$ cat src/rtl/sram_arbiter.sv
// sram_arbiter
//   Shares one single-port SRAM controller between the instruction-fetch
//   requester (read only) and the MEM-stage data requester. The winner's
//   command is latched and held on the ctrl_* outputs for ACCESS_CYCLES
//   cycles. Read data is captured into a per-port register, and a
//   one-cycle ack is returned to the owner.
//
//   Optional build macro SRAM_ARB_RR_EN: round-robin arbitration on
//   simultaneous requests. When it is undefined, mem has priority over if.
//
// Ports
//   clk, rst          clock, synchronous active-high reset
//   if_req/if_addr    fetch request + word address (held until if_ack)
//   if_rdata/if_ack   fetch read data / one-cycle completion pulse
//   if_stall          if_req & ~if_ack
//   mem_req/we/addr/wdata/be  data request (held until mem_ack)
//   mem_rdata/mem_ack data read result / one-cycle completion pulse
//   mem_stall         mem_req & ~mem_ack
//   ctrl_*            command to / read data from the SRAM controller
//   grant_mem         data port currently owns the SRAM
module sram_arbiter #(
  parameter int unsigned ADDR_W        = 20,
  parameter int unsigned DATA_W        = 32,
  parameter int unsigned ACCESS_CYCLES = 3
) (
  input  logic              clk,
  input  logic              rst,
  input  logic              if_req,
  input  logic [ADDR_W-1:0] if_addr,
  output logic [DATA_W-1:0] if_rdata,
  output logic              if_ack,
  output logic              if_stall,
  input  logic              mem_req,
  input  logic              mem_we,
  input  logic [ADDR_W-1:0] mem_addr,
  input  logic [DATA_W-1:0] mem_wdata,
  input  logic [3:0]        mem_be,
  output logic [DATA_W-1:0] mem_rdata,
  output logic              mem_ack,
  output logic              mem_stall,
  output logic              ctrl_read_op,
  output logic              ctrl_write_op,
  output logic [ADDR_W-1:0] ctrl_addr,
  output logic [DATA_W-1:0] ctrl_wdata,
  output logic [3:0]        ctrl_byte_mask,
  input  logic [DATA_W-1:0] ctrl_rdata,
  output logic              grant_mem
);

  typedef enum logic [1:0] {
    ST_IDLE,
    ST_BUSY,
    ST_DONE
  } state_e;

  localparam logic [3:0] CNT_LOAD = 4'(ACCESS_CYCLES - 1);

  state_e              state_q, state_d;
  logic [3:0]          cnt_q, cnt_d;
  logic                owner_mem_q, owner_mem_d;
  logic                ctrl_read_op_q, ctrl_read_op_d;
  logic                ctrl_write_op_q, ctrl_write_op_d;
  logic [ADDR_W-1:0]   ctrl_addr_q, ctrl_addr_d;
  logic [DATA_W-1:0]   ctrl_wdata_q, ctrl_wdata_d;
  logic [3:0]          ctrl_byte_mask_q, ctrl_byte_mask_d;
  logic [DATA_W-1:0]   if_rdata_q, if_rdata_d;
  logic [DATA_W-1:0]   mem_rdata_q, mem_rdata_d;
  logic                if_ack_q, if_ack_d;
  logic                mem_ack_q, mem_ack_d;
  logic                pick_mem;

`ifdef SRAM_ARB_RR_EN
  logic                last_mem_q, last_mem_d;

  // A sole requester always wins; on a tie the port not granted last wins.
  assign pick_mem = mem_req & (~if_req | ~last_mem_q);
`else
  assign pick_mem = mem_req;
`endif

  always_comb begin
    state_d          = state_q;
    cnt_d            = cnt_q;
    owner_mem_d      = owner_mem_q;
    ctrl_read_op_d   = ctrl_read_op_q;
    ctrl_write_op_d  = ctrl_write_op_q;
    ctrl_addr_d      = ctrl_addr_q;
    ctrl_wdata_d     = ctrl_wdata_q;
    ctrl_byte_mask_d = ctrl_byte_mask_q;
    if_rdata_d       = if_rdata_q;
    mem_rdata_d      = mem_rdata_q;
    if_ack_d         = 1'b0;
    mem_ack_d        = 1'b0;
`ifdef SRAM_ARB_RR_EN
    last_mem_d       = last_mem_q;
`endif

    case (state_q)
      ST_IDLE: begin
        if (if_req | mem_req) begin
          state_d     = ST_BUSY;
          cnt_d       = CNT_LOAD;
          owner_mem_d = pick_mem;
`ifdef SRAM_ARB_RR_EN
          last_mem_d  = pick_mem;
`endif
          // The command registers double as the ctrl_* outputs, so they
          // are loaded here and cleared again when BUSY ends.
          if (pick_mem) begin
            ctrl_read_op_d   = ~mem_we;
            ctrl_write_op_d  = mem_we;
            ctrl_addr_d      = mem_addr;
            ctrl_wdata_d     = mem_wdata;
            ctrl_byte_mask_d = mem_be;
          end else begin
            ctrl_read_op_d   = 1'b1;
            ctrl_write_op_d  = 1'b0;
            ctrl_addr_d      = if_addr;
            ctrl_wdata_d     = '0;
            ctrl_byte_mask_d = '1;
          end
        end
      end

      ST_BUSY: begin
        if (cnt_q == 4'd0) begin
          state_d          = ST_DONE;
          ctrl_read_op_d   = 1'b0;
          ctrl_write_op_d  = 1'b0;
          ctrl_addr_d      = '0;
          ctrl_wdata_d     = '0;
          ctrl_byte_mask_d = '0;
          if (ctrl_read_op_q) begin
            if (owner_mem_q) mem_rdata_d = ctrl_rdata;
            else             if_rdata_d  = ctrl_rdata;
          end
          // Ack is registered so that it is high during the DONE cycle.
          if (owner_mem_q) mem_ack_d = 1'b1;
          else             if_ack_d  = 1'b1;
        end else begin
          cnt_d = cnt_q - 4'd1;
        end
      end

      ST_DONE: begin
        state_d = ST_IDLE;
      end

      default: begin
        state_d = ST_IDLE;
      end
    endcase
  end

  always_ff @(posedge clk) begin
    if (rst) begin
      state_q          <= ST_IDLE;
      cnt_q            <= '0;
      owner_mem_q      <= 1'b0;
      ctrl_read_op_q   <= 1'b0;
      ctrl_write_op_q  <= 1'b0;
      ctrl_addr_q      <= '0;
      ctrl_wdata_q     <= '0;
      ctrl_byte_mask_q <= '0;
      if_rdata_q       <= '0;
      mem_rdata_q      <= '0;
      if_ack_q         <= 1'b0;
      mem_ack_q        <= 1'b0;
`ifdef SRAM_ARB_RR_EN
      last_mem_q       <= 1'b0;
`endif
    end else begin
      state_q          <= state_d;
      cnt_q            <= cnt_d;
      owner_mem_q      <= owner_mem_d;
      ctrl_read_op_q   <= ctrl_read_op_d;
      ctrl_write_op_q  <= ctrl_write_op_d;
      ctrl_addr_q      <= ctrl_addr_d;
      ctrl_wdata_q     <= ctrl_wdata_d;
      ctrl_byte_mask_q <= ctrl_byte_mask_d;
      if_rdata_q       <= if_rdata_d;
      mem_rdata_q      <= mem_rdata_d;
      if_ack_q         <= if_ack_d;
      mem_ack_q        <= mem_ack_d;
`ifdef SRAM_ARB_RR_EN
      last_mem_q       <= last_mem_d;
`endif
    end
  end

  assign ctrl_read_op   = ctrl_read_op_q;
  assign ctrl_write_op  = ctrl_write_op_q;
  assign ctrl_addr      = ctrl_addr_q;
  assign ctrl_wdata     = ctrl_wdata_q;
  assign ctrl_byte_mask = ctrl_byte_mask_q;
  assign if_rdata       = if_rdata_q;
  assign mem_rdata      = mem_rdata_q;
  assign if_ack         = if_ack_q;
  assign mem_ack        = mem_ack_q;
  assign if_stall       = if_req & ~if_ack_q;
  assign mem_stall      = mem_req & ~mem_ack_q;
  assign grant_mem      = (state_q != ST_IDLE) & owner_mem_q;

endmodule

$ cat config.mk
export PLATFORM = sky130hd
export DESIGN_NAME = sram_arbiter
export DESIGN_NICKNAME = d
export VERILOG_FILES = /design/src/rtl/sram_arbiter.sv
export SDC_FILE = /design/constraint.sdc
export NUM_CORES = 1
export LEC_CHECK = 0
export ABC_AREA = 1
export BUFFER_PORTS_ARGS = -buffer_cell sky130_fd_sc_hd__buf_2
export CAP_MARGIN = 20
export CORE_MARGIN = 3
export CORE_UTILIZATION = 43
export DETAILED_ROUTE_END_ITERATION = 10
export MAX_ROUTING_LAYER = met4
export PLACE_DENSITY = 0.76
export SLEW_MARGIN = 10
export SYNTH_ARGS = -nofsm -noshare
export SYNTH_HDL_FRONTEND = slang
export SYNTH_SLANG_ARGS = --single-unit
$ cat constraint.sdc
create_clock -name clk -period 1.56 [get_ports clk]
set_input_delay 0.156 -clock clk [delete_from_list [all_inputs] [get_ports clk]]
set_output_delay 0.156 -clock clk [all_outputs]
set_load 0.005 [all_outputs]
# After elaboration in Yosys (flattened, before gate mapping)
# Index checks and enable logic that the tools add are counted.
[totals] ff_bits=131 latchBits=0 rom_bits=0 ram_bits=0 word_cells=65 mem_count=0 out_inout_bits=127
[op_classes] addsub=1 n_reduce_logical=11 multipliers=0 eq_ne=4 magnitude_cmp=0 n_shift=0 bitwise=10 n_div=0 mux=27
[ops] operator="32-bit two-way mux" count=3
[ops] operator="32-bit one-hot mux with 2 select lines" count=1
[ops] operator="20-bit two-way mux" count=3
[ops] operator="20-bit one-hot mux with 2 select lines" count=1
[ops] operator="4-bit two-way mux" count=5
[ops] operator="4-bit one-hot mux with 2 select lines" count=2
[ops] operator="4-bit AND reduction" count=2
[ops] operator="1-bit two-way mux" count=7
[ops] operator="2-bit inequality test, second input constant" count=3
[ops] operator="1-bit NOT" count=6
[ops] operator="3-bit AND reduction" count=2
[ops] operator="4-bit logical NOT" count=1
[ops] operator="2-bit two-way mux" count=2
[ops] operator="1-bit one-hot mux with 2 select lines" count=2
[ops] operator="2-bit one-hot mux with 2 select lines" count=1
[ops] operator="2-bit AND reduction" count=2
[ops] operator="2-bit nonzero test" count=2
[ops] operator="4-bit by 1-bit subtractor with 4-bit output, second input constant" count=1
[ops] operator="1-bit bitwise AND" count=3
[ops] operator="3-bit OR reduction" count=1
[ops] operator="2-bit by 1-bit equality test with 1-bit output, second input constant" count=1
[ops] operator="2-bit logical NOT" count=1
[ops] operator="1-bit bitwise OR" count=1

# Longest topological paths before layout
[depth] word_depth=4 depth_mapped=9

# Worst setup path after synthesis
# No wires, ideal clock.
[synth_path] path_kind="register to register" startpoint="reg cnt_q[0]" endpoint="reg if_rdata_q[23] (netlist: if_rdata[23])" synth_period_minus_slack_ps=1446 arrival_ps=1334 t_required_ps=1447 path_buffers=2 slack_ps=114 path_stages_with_launch=10 cell_sequence="dfxtp_1 inv_1 ha_1 nand3_1 buf_2 nor2_8 buf_4 nand2_1 nand2_1 nor2_1"
[synth_via] elab_chain_cells=2
[synth_rtl] item="start: declaration" line_no="59" source="logic [3:0] cnt_q, cnt_d;"
[synth_rtl] item="start signal: assignment" line_no="174" source="cnt_q <= cnt_d;"
[synth_rtl] item="4-bit logical NOT" line_no="126" source="if (cnt_q == 4'd0) begin"
[synth_rtl] item="4-bit AND reduction (no line)"
[synth_rtl] item="end signal: assignment" line_no="181" source="if_rdata_q <= if_rdata_d;"
[synth_rtl] item="end: declaration" line_no="66" source="logic [DATA_W-1:0] if_rdata_q, if_rdata_d;"
# No other way between the ends.
# A chain may end at the register's enable or synchronous reset.

# Worst setup path in the final report
[layout_path] startpoint="reg cnt_q[3]" endpoint="reg mem_rdata_q[5] (netlist: mem_rdata[5])"
[layout_via] elab_chain_cells=2
[layout_rtl] item="4-bit logical NOT" line_no="126"
[layout_rtl] item="4-bit AND reduction (no line)"
[layout_rtl] item="end signal: assignment" line_no="182" source="mem_rdata_q <= mem_rdata_d;"
[layout_rtl] item="end: declaration" line_no="67" source="logic [DATA_W-1:0] mem_rdata_q, mem_rdata_d;"
# No other way between the ends.

==> metrics.cfg <==
[outcome]
status=complete, no violations

[clocking]
cts.hold.buffers_added=0
clock_pin_slew_reported_for_the_worst_setup_and_hold_paths_after_clock_tree_synthesis_ps=50
cts-htree-levels=4
clock_insertion_delay_worst_skew_ps=410
clock_sink_count=131
cts_made_buffers=17
clk_root_buffer_cell=sky130_fd_sc_hd__clkbuf_16
ctsLongestPathBuffers=2
cts_tree=done

[critical_path]
worst_path_max_delay_cell=sky130_fd_sc_hd__dfxtp_1
start_kind=flip-flop
r2r_end=mem_rdata[5]
criticalPathCategory=reg2reg
cp_slowest_stage_delay_ps=320
cp_cell_sequence=nor2_1, nand3_2, buf_6, nor2_4, buf_12, buf_12, nand2_1, nand2_1, nor2_1
r2r_start=cnt_q[3]
setup.reg_to_reg.worst_slack_ps=60
critical_path.max_fanout=8
critPathBufInv=3
r2r_cells=9
arrival_ps=1810
path_delay_family=simple AND/OR/NAND/NOR gates
crit_required_ps=1870
endpoint_kind=flip-flop

[power_and_ir_drop]
power_w=0.009922
power_frac_clock=0.354
p_int_w=0.007053
power.share.combinational=0.245
total_switching_power_w=0.002869
power_density_nw_per_um2=1311
sequentialPowerShare=0.401
ir_drop_mv=0.8538
p_leak_nw=3.820
power_switching_share=0.2892

[detailed_routing]
drt-pass1-iter-count=5
antenna_left=0
via_per_inst=4.759
met2_length_mm=7.438
met3RoutedLength_mm=1.334
highest_layer=met4
detail_route.wirelength_mm=15.38
drc=0
overall_via_count_from_detail_route=5640
first_iter_violations=484
wire_per_inst_um=12.98
routedLengthMet1_mm=6.417

[sta]
clock_skew_ps=5.760
hold_vio_cnt_final=0
report.final.slew_viol_count=0
finalSetupViolCount=0
fmaxAchievable_mhz=665.1
post-route-period-util=0.9638
timing.slew.headroom=0.7235
shortest_clock_period_the_worst_path_allows_after_layout_ps=1504
tightest_slew_ps=414.2

[floorplanning]
die-area_um2=13990
row_count=40
core_region_area_um2=12160
die_h_um=118.3
floorplan.die.width_um=118.3
initial_core_util=0.4458
ios=240

[min_path]
min-delay-start=mem_we
hold_path_depth=3
hold-path-endpoint=ctrl_write_op
hp-class=in2reg

[synthesis]
synth_area_um2=5421
synth_fp_nets=882
proportion_of_synthesized_flip_flops_having_asynchronous_set_or_reset=0
synth_flop_cell=sky130_fd_sc_hd__dfxtp_1
total_of_warnings_raised_by_yosys=0
synth.avg_cell_area_um2=7.059
seq_area_frac_synth=0.4837
postSynthRegisterBits=131
postSynthCellCount=768
ys_types=21
synth-edff-count=0

[global_route]
globalRoute.totalOverflow=0
grt_use_total=0.2110
initial_antenna_violation_count=0
grt_start_max_net_pins=75
grt_first_pass_wirelength_mm=23.59
vias_in_the_first_global_route=5044

[place]
place.detailed.hpwl_mm=10.13
placement.io_buffers=239
placed_cells_incl_taps=1147
gpl.final_weighted_congestion=0.7638
detailed_place.area_um2=6864

[finish]
final_layout_size_suffix_gt1_frac=0.2999
fin_util=0.6225
most-common-layout-cells=sky130_fd_sc_hd__buf_2 (239), sky130_fd_sc_hd__nor2_1 (211), sky130_fd_sc_hd__nand2_1 (176)
syn_to_final_growth_pct=39.65
instances_no_fill=1185
nets=1119
layout.cells.most_common=sky130_fd_sc_hd__buf_2
num_antenna_cells=0
finalInstanceArea_um2=7571

[run]
max-cap-violations=0

==> worst max path at each step <==
stage,startpoint,end,slack [ps],cells after the start
2_1_floorplan,cnt_q[0],if_rdata[23],110,9
3_3_place_gp,state_q[0],cnt_q[0],110,7
3_5_place_dp,cnt_q[0],ctrl_wdata[28],50,8
4_1_cts,cnt_q[0],ctrl_wdata[1],30,8
5_1_grt,cnt_q[0],mem_rdata[10],-20,10
6_report,cnt_q[3],mem_rdata[5],60,9
==> power groups by stage <==
stage	clock (W)	combinational (W)	sequential, W
final	0.00351	0.00244	0.00398
after global routing	0.00375	0.00271	0.00403
after CTS	0.00357	0.00225	0.00397
after detailed placement	0	0.00224	0.00402
after global placement	0	0.00221	0.00402
after floorplan	0	0.00129	0.00406
==> logic make-up after synthesis <==
family	synth area share
fa+ha+maj	0.002308
flops	0.4837
simple gates	0.2910
compound gates	0.1507
buf+inv	0.07224
==> layout make-up <==
type	instances	area (um2)
repair buffers	268	1629
well taps	168	210.2
flip-flops and latches	131	2624
multi-input cells	545	2434
fillers	1149	4591
clock buffers	26	489.2
clock inverters	5	27.53
inverters	42	157.7
==> cell usage after synthesis, types with 3 or more instances <==
cell	n	area share
sky130_fd_sc_hd__inv_1	39	0.027
sky130_fd_sc_hd__nor2_1	211	0.15
sky130_fd_sc_hd__buf_4	8	0.011
sky130_fd_sc_hd__buf_2	13	0.012
sky130_fd_sc_hd__nand2_1	176	0.12
sky130_fd_sc_hd__nand3_1	12	0.011
sky130_fd_sc_hd__a21oi_1	10	0.0092
sky130_fd_sc_hd__dfxtp_1	131	0.48
sky130_fd_sc_hd__nor3_1	3	0.0028
sky130_fd_sc_hd__clkbuf_1	22	0.015
sky130_fd_sc_hd__o21a_1	51	0.071
sky130_fd_sc_hd__o21ai_0	75	0.069
sky130_fd_sc_hd__buf_1	7	0.0048
sky130_fd_sc_hd__inv_2	3	0.0021
==> timing repair <==
| item | CTS | global route |
|---|---|---|
| buffers inserted | 0 | 1 |
| gates resized for setup | 0 | 23 |
| endpoints found under the hold margin | 0 | 0 |
| endpoints found under the setup margin | 0 | 100 |
==> per-layer routing <==
metal | global-route usage | vias to the layer above
met4 | 0.06007 | 0
met5 | - | -
li1 | - | 2866
met3 | 0.07656 | 16
met2 | 0.3290 | 224
met1 | 0.2580 | 2534
==> tightest hold or removal path, cell delays in order <==
cell                      delay [ps]
sky130_fd_sc_hd__buf_2           100
sky130_fd_sc_hd__nand3_1          70
sky130_fd_sc_hd__a21oi_1          60
==> per-stage QoR <==
| stage | hold WS [ps] | setup slack, ps | TNS, ps |
|---|---|---|---|
| floorplan | 232.8 | 113.6 | 0 |
| global placement | 441.6 | 111.5 | 0 |
| detailed placement | 446.8 | 45.23 | 0 |
| CTS | 10.09 | 25.54 | 0 |
| global route | 27.16 | -21.29 | -158.2 |
| finish | 24.13 | 56.50 | 0 |
==> state kept, by name (all words and copies together) (netlist names), 2 cells and up <==
name            flops
cnt_q               4
ctrl_wdata         32
ctrl_addr          20
mem_rdata          32
ctrl_byte_mask      4
state_q             2
if_rdata           32
Note: power is estimated with default switching activity, not from simulation.
